`config.mk`:
```
export PLATFORM = sky130hd
export DESIGN_NAME = pe_bus_responder
export DESIGN_NICKNAME = d
export VERILOG_FILES = /design/src/rtl/pe_bus_responder.sv
export SDC_FILE = /design/constraint.sdc
export NUM_CORES = 2
export LEC_CHECK = 0
export ABC_AREA = 1
export CAP_MARGIN = 20
export CORE_MARGIN = 1
export CORE_UTILIZATION = 35
export CTS_BUF_LIST = sky130_fd_sc_hd__clkbuf_2 sky130_fd_sc_hd__clkbuf_4 sky130_fd_sc_hd__clkbuf_8
export DETAILED_ROUTE_END_ITERATION = 10
export PLACE_DENSITY_LB_ADDON = 0.15
export SLEW_MARGIN = 20
export SYNTH_ARGS = -nofsm -noshare
export SYNTH_HDL_FRONTEND = slang
export SYNTH_SLANG_ARGS = --single-unit
export TNS_END_PERCENT = 20
```
`constraint.sdc`:
```
create_clock -name clk -period 2.58 [get_ports clk]
set_input_delay 0.258 -clock clk [delete_from_list [all_inputs] [get_ports clk]]
set_output_delay 0.258 -clock clk [all_outputs]
set_load 0.005 [all_outputs]
```
`src/rtl/pe_bus_responder.sv`:
```
// Tile-bus responder for one PE: owns the 32x32 register file and bridges loads/stores to a req/gnt/rvalid port.
// Latency: operand read 2 edges after reg_select; memory ops finish on grant (store) or rvalid (load), or on timeout.
// Backpressure: four-phase PE handshake; DONE holds data_Ready/mem_ack until every PE request level is low.
module pe_bus_responder #(
    parameter int MEM_TIMEOUT = 255,
    parameter int ZERO_REG    = 1
) (
    input  logic        clk,
    input  logic        reset,
    input  logic        reg_select,
    input  logic [4:0]  rs1Out,
    input  logic [4:0]  rs2Out,
    input  logic [4:0]  rdOut,
    input  logic        rdWrite,
    input  logic [31:0] result_out,
    input  logic        mem_read,
    input  logic        mem_write,
    input  logic [31:0] mem_address,
    output logic [31:0] AmuxIn,
    output logic [31:0] BmuxIn,
    output logic        data_Ready,
    output logic        mem_ack,
    output logic        m_req,
    output logic        m_we,
    output logic [31:0] m_addr,
    output logic [31:0] m_wdata,
    input  logic        m_gnt,
    input  logic        m_rvalid,
    input  logic [31:0] m_rdata,
    output logic        bus_err
);

    localparam logic [2:0] IDLE     = 3'd0;
    localparam logic [2:0] REG_RSP  = 3'd1;
    localparam logic [2:0] MEM_REQ  = 3'd2;
    localparam logic [2:0] MEM_WAIT = 3'd3;
    localparam logic [2:0] DONE     = 3'd4;

    localparam logic [15:0] TMO_LAST = 16'(MEM_TIMEOUT - 1);

    logic [2:0]  state;
    logic [15:0] tmo_cnt;
    logic        is_store;
    logic [31:0] regfile [32];

    logic        rd_ok;
    logic        wb_en;
    logic        load_done;
    logic        tmo_hit;
    logic        rf_we;
    logic [31:0] rf_wd;
    logic [31:0] rd_a;
    logic [31:0] rd_b;

    always_comb begin
        rd_ok     = !((ZERO_REG != 0) && (rdOut == 5'd0));
        wb_en     = rdWrite && !mem_read && rd_ok;
        load_done = !is_store && (((state == MEM_REQ) && m_gnt && m_rvalid) ||
                                  ((state == MEM_WAIT) && m_rvalid));
        tmo_hit   = (tmo_cnt == TMO_LAST);
        rf_we     = wb_en;
        rf_wd     = result_out;
        // Returning load data owns the write port over a plain writeback.
        if (load_done && rdWrite && rd_ok) begin
            rf_we = 1'b1;
            rf_wd = m_rdata;
        end
        rd_a = (wb_en && (rdOut == rs1Out)) ? result_out : regfile[rs1Out];
        rd_b = (wb_en && (rdOut == rs2Out)) ? result_out : regfile[rs2Out];
    end

    always_ff @(posedge clk or negedge reset) begin
        if (!reset) begin
            for (int i = 0; i < 32; i++) begin
                regfile[i] <= '0;
            end
        end else if (rf_we) begin
            regfile[rdOut] <= rf_wd;
        end
    end

    always_ff @(posedge clk or negedge reset) begin
        if (!reset) begin
            state      <= IDLE;
            tmo_cnt    <= '0;
            is_store   <= 1'b0;
            AmuxIn     <= '0;
            BmuxIn     <= '0;
            data_Ready <= 1'b0;
            mem_ack    <= 1'b0;
            m_req      <= 1'b0;
            m_we       <= 1'b0;
            m_addr     <= '0;
            m_wdata    <= '0;
            bus_err    <= 1'b0;
        end else begin
            case (state)
                IDLE: begin
                    tmo_cnt <= '0;
                    if (mem_write || mem_read) begin
                        state    <= MEM_REQ;
                        is_store <= mem_write;
                        m_req    <= 1'b1;
                        m_we     <= mem_write;
                        m_addr   <= mem_address;
                        m_wdata  <= mem_write ? result_out : 32'd0;
                    end else if (reg_select) begin
                        state <= REG_RSP;
                    end
                end
                REG_RSP: begin
                    AmuxIn     <= rd_a;
                    BmuxIn     <= rd_b;
                    data_Ready <= 1'b1;
                    state      <= DONE;
                end
                MEM_REQ, MEM_WAIT: begin
                    if ((state == MEM_REQ) && m_gnt) begin
                        m_req <= 1'b0;
                        m_we  <= 1'b0;
                    end
                    if (load_done) begin
                        AmuxIn  <= m_rdata;
                        mem_ack <= 1'b1;
                        state   <= DONE;
                    end else if ((state == MEM_REQ) && m_gnt) begin
                        if (is_store) begin
                            mem_ack <= 1'b1;
                            state   <= DONE;
                        end else begin
                            tmo_cnt <= tmo_cnt + 16'd1;
                            state   <= MEM_WAIT;
                        end
                    end else if (tmo_hit) begin
                        // Abort so the PE never hangs on a dead memory port.
                        m_req   <= 1'b0;
                        m_we    <= 1'b0;
                        bus_err <= 1'b1;
                        AmuxIn  <= '0;
                        mem_ack <= 1'b1;
                        state   <= DONE;
                    end else begin
                        tmo_cnt <= tmo_cnt + 16'd1;
                    end
                end
                DONE: begin
                    if (!reg_select && !mem_read && !mem_write) begin
                        data_Ready <= 1'b0;
                        mem_ack    <= 1'b0;
                        state      <= IDLE;
                    end
                end
                default: state <= IDLE;
            endcase
        end
    end

endmodule

```
==> metrics.md <==
| Metric | Value |
|---|---|
| Final hold violations | 0 |
| Max_slew headroom | 0.490 |
| Min cycle time layout | roughly 2300 ps |
| Ys Warns | 0 |
| CTS max path bufs | 3 |
| Mapped Nets | about 9800 |
| Routed vias/inst | around 5.4 |
| Critical path launch point type | flop |
| Core box area | between 150000 and 200000 um2 |
| Clk sinks | between 1000 and 1500 |
| Area delta synth->final | 21.8% |
| FF-to-FF setup slack | 240 ps |
| Die extent in x | 439 um |
| Sequential element share of the synthesized area | 0.441 |
| Fin. max-slew vios | 0 |
| Compound-gate portion of the synthesized area | 0.147 |
| Main combinational cell family by area after synthesis | simple AND/OR/NAND/NOR gates |
| Largest net degree at the start of global routing | around 120 |
| Post-synthesis adder-cell area fraction | 0.000375 |
| Clock Skews | between 50 and 60 ps |
| Commonest non-fill, non-tap cell in the layout | nand2_1 |
| Die area | 192000 um2 |
| Buffers on Ports | roughly 250 |
| Avg Inst Size Synth | between 6 and 7 um2 |
| Placement Cell Area | approximately 76000 um2 |
| Synth Area in Simple Gates | 0.297 |
| Dpl hpwl | ~190000 um |
| Worst path buffer plus inverter count | 3 |
| Slowest-stage cell, CP | nor2_4 |
| Least-Margin Pin Slew | 765 ps |
| Post-route design area | between 80000 and 90000 um2 |
| Most frequent cells in the layout | nand2_1, nand3_1, o21ai_0 |
| GP Congestion | slightly below 0.9 |
| PwrDens | about 800 nW/um2 |
| Placement Rows | 159 |
| Remaining DRCs | 0 |
| Critical path's largest stage delay | approximately 470 ps |
| Synth Cell Area | roughly 67000 um2 |
| RSZ-0062 raised after global routing | no |
| Post-Synth XOR/XNOR Area | 0.00210 |
| FF-to-FF path depth | 12 |
| Post-synthesis mux area share | 0 |
| Core Util, Final | 0.431 |
| LEAKAGE | just under 40 nW |
| Starting DRT DRC Count | ~8000 |
| Antenna violations before repair | 7 |
| Vias in the first global route | 64600 |
| Antenna violation net count after detailed routing | 0 |
| Vias | between 60000 and 70000 |
| H-tree levels | 4 |
| Post-CTS setup buffer count | 0 |
| R2R Path End | regfile[987]$_DFFE_PN0P_ |
| Ordered cell list for the critical path | inv_2 -> nand2_2 -> nor2_4 -> o211ai_4 -> inv_4 -> nand3_4 -> nand2_4 -> nand2_4 -> nor2_4 -> buf_4 -> nand2_1 -> o21ai_1 |
| Cts bufs inserted | between 200 and 250 |
| Kind of critical path | flop to flop |
| Critical path required time | between 3000 and 4000 ps |
| Crit Path Max Fanout | 10 |
| First-pass GRT wire length | 438000 um |
| Status | complete, no violations |
| GRT overflow | 0 |
| Register bit total from synthesis | around 1200 |
| Tcrit/Tclk final | 0.906 |
| Die H | ~440 um |
| Layout cell share with drive strength beyond 1 | 0.0998 |
| Detailed-route wire length per cell | 23.5 um |
| Starting Density | 0.354 |
| Filler Cells Inserted | between 15000 and 20000 |
| Unique masters post-synth | 38 |
| TritonCTS clock tree | done |
| Placed Cells | 12100 |
| Clk pin slew, worst setup/hold paths | 60 ps |
| FMAX | about 430 MHz |
| Clk_lat worst skew | 990 ps |
| Nets | around 10000 |
| Final setup fails | 0 |
| HP Class | input pin to async pin |
| Peak VDD IR | 0.587 mV |
| Worst hold margin | 47.9 ps |
| CP endpoint kind | flop |
| Crit Reg-Reg Startpoint | state[2]$_DFFE_PN0P_ |
| CTS root buffer | clkbuf_8 |
| Gr usage total | 0.303 |
| Cell family with most CP delay | simple AND/OR/NAND/NOR gates |
| Final wirelength | between 200000 and 300000 um |
| Non-filler cells in the finished layout | 12600 |
| Mapped Cells | between 9000 and 10000 |
| Max Cap Viol | 0 |
| TritonRoute pass-1 iters | 7 |
| WP data arrival | between 3000 and 4000 ps |
| Io pins | 252 |
cells in the mapped netlist:
| cell | n | area (um2) |
|---|---|---|
| o21ai_1 | 172 | 861 |
| a21boi_0 | 8 | 60.1 |
| a21o_1 | 1 | 7.51 |
| nand2_1 | 3076 | 11500 |
| ha_1 | 2 | 25.0 |
| clkinv_1 | 4 | 15.0 |
| nor3_2 | 1 | 10.0 |
| clkbuf_1 | 483 | 1810 |
| a21oi_1 | 424 | 2120 |
| inv_4 | 1 | 6.26 |
| dfrtp_1 | 1177 | 29500 |
| o211ai_4 | 1 | 21.3 |
| clkbuf_2 | 1 | 5.00 |
| nor2_8 | 2 | 40.0 |
| nor4_1 | 1 | 6.26 |
| nand3_2 | 1 | 10.0 |
| o211ai_1 | 51 | 383 |
| buf_2 | 257 | 1290 |
| xnor2_1 | 8 | 70.1 |
| a21oi_2 | 32 | 280 |
| inv_2 | 5 | 18.8 |
| nand2_2 | 1 | 6.26 |
| nand3_4 | 2 | 35.0 |
| o21ai_0 | 1201 | 6010 |
| buf_4 | 1 | 7.51 |
| xor2_1 | 8 | 70.1 |
| or2_2 | 31 | 194 |
| nor3_1 | 11 | 55.1 |
| nand2_4 | 2 | 22.5 |
| buf_1 | 70 | 263 |
| buf_6 | 1 | 11.3 |
| nor2_2 | 20 | 125 |
| nor2_1 | 90 | 338 |
| inv_1 | 1074 | 4030 |
| nor2_4 | 9 | 101 |
| nand4_1 | 7 | 43.8 |
| o31ai_1 | 8 | 60.1 |
| nand3_1 | 1460 | 7310 |
layout make-up:
cell class	count	area, um2	area share
Antenna cell	9	22.5	0.000277
Clock buffer	361	4390	0.0541
Clock inverter	25	183	0.00225
Inverter	1084	4120	0.0506
Multi-Input combinational cell	6630	30000	0.369
Sequential cell	1177	29500	0.362
Tap cell	2495	3120	0.0384
Timing Repair Buffer	836	9980	0.123
kinds of logic (layout without fill, tap and decap cells):
kind of cell / count (synthesis) / count (layout)
buffers and inverters: 1897 / 2306
adder cells (fa/ha/maj): 2 / 2
XOR/XNOR: 16 / 16
flip-flops: 1177 / 1177
AO/OA/AOI/OAI: 1898 / 1898
AND/OR/NAND/NOR: 4714 / 4714
other: 0 / 9
state kept, by name (all words and copies together), names as in the netlist:
register    flops
is_store        1
regfile      1024
m_req           1
data_Ready      1
m_we            1
BmuxIn         32
AmuxIn         32
m_addr         32
bus_err         1
tmo_cnt        16
state           3
mem_ack         1
m_wdata        32
worst max-delay path by stage:
stage	cells past startpoint	endpoint	from	slack (ps)
finish	12	regfile[987]$_DFFE_PN0P_	state[2]$_DFFE_PN0P_	240
global route	11	AmuxIn[6]$_DFFE_PN0P_	tmo_cnt[0]$_DFFE_PN0P_	130
CTS	1	BmuxIn[15]	BmuxIn[15]$_DFFE_PN0P_	180
detailed placement	13	BmuxIn[30]$_DFFE_PN0P_	rdOut[1]	-130
global placement	13	BmuxIn[30]$_DFFE_PN0P_	rdOut[1]	-170
floorplan	12	regfile[100]$_DFFE_PN0P_	state[2]$_DFFE_PN0P_	650
where the power goes:
part	total (mW)	switching (mW)	internal [mW]
sequential	26.1	2.54	23.6
clock	19.4	8.73	10.7
combinational	19.8	12.2	7.61
total	65.3	23.4	41.9
per-stage QoR:
stage	power (mW)	worst slack, ps	setup TNS, ps
2_1_floorplan	37.1	647	0
3_3_place_gp	45.3	-168	-22860
3_5_place_dp	45.7	-126	-5200
4_1_cts	65.4	175	0
5_1_grt	69.2	127	0
6_report	65.3	241	0
worst reg2reg max path, stage by stage, from the launching register on:
cell      delay [ps]
dfrtp_1          390
inv_2             80
nand2_2           70
nor2_4           120
o211ai_4         100
inv_4            160
nand3_4          120
nand2_4          140
nand2_4          170
nor2_4           470
buf_4            290
nand2_1           70
o21ai_1           90
layer usage:
| metal | GRT usage | part of all wire | routed length, um |
|---|---|---|---|
| met5 | 0 | 0 | 0 |
| met2 | 0.470 | 0.45 | 132000 |
| met3 | 0.0473 | 0.078 | 23000 |
| met4 | 0.151 | 0.052 | 15500 |
| met1 | 0.411 | 0.42 | 125000 |
timing repair:
action | in CTS | in global routing
hold buffers | 94 | 0
gates resized for setup | 0 | 0
hold endpoints to repair | 1285 | 0
No activity file was read; power rests on OpenSTA's default activity.
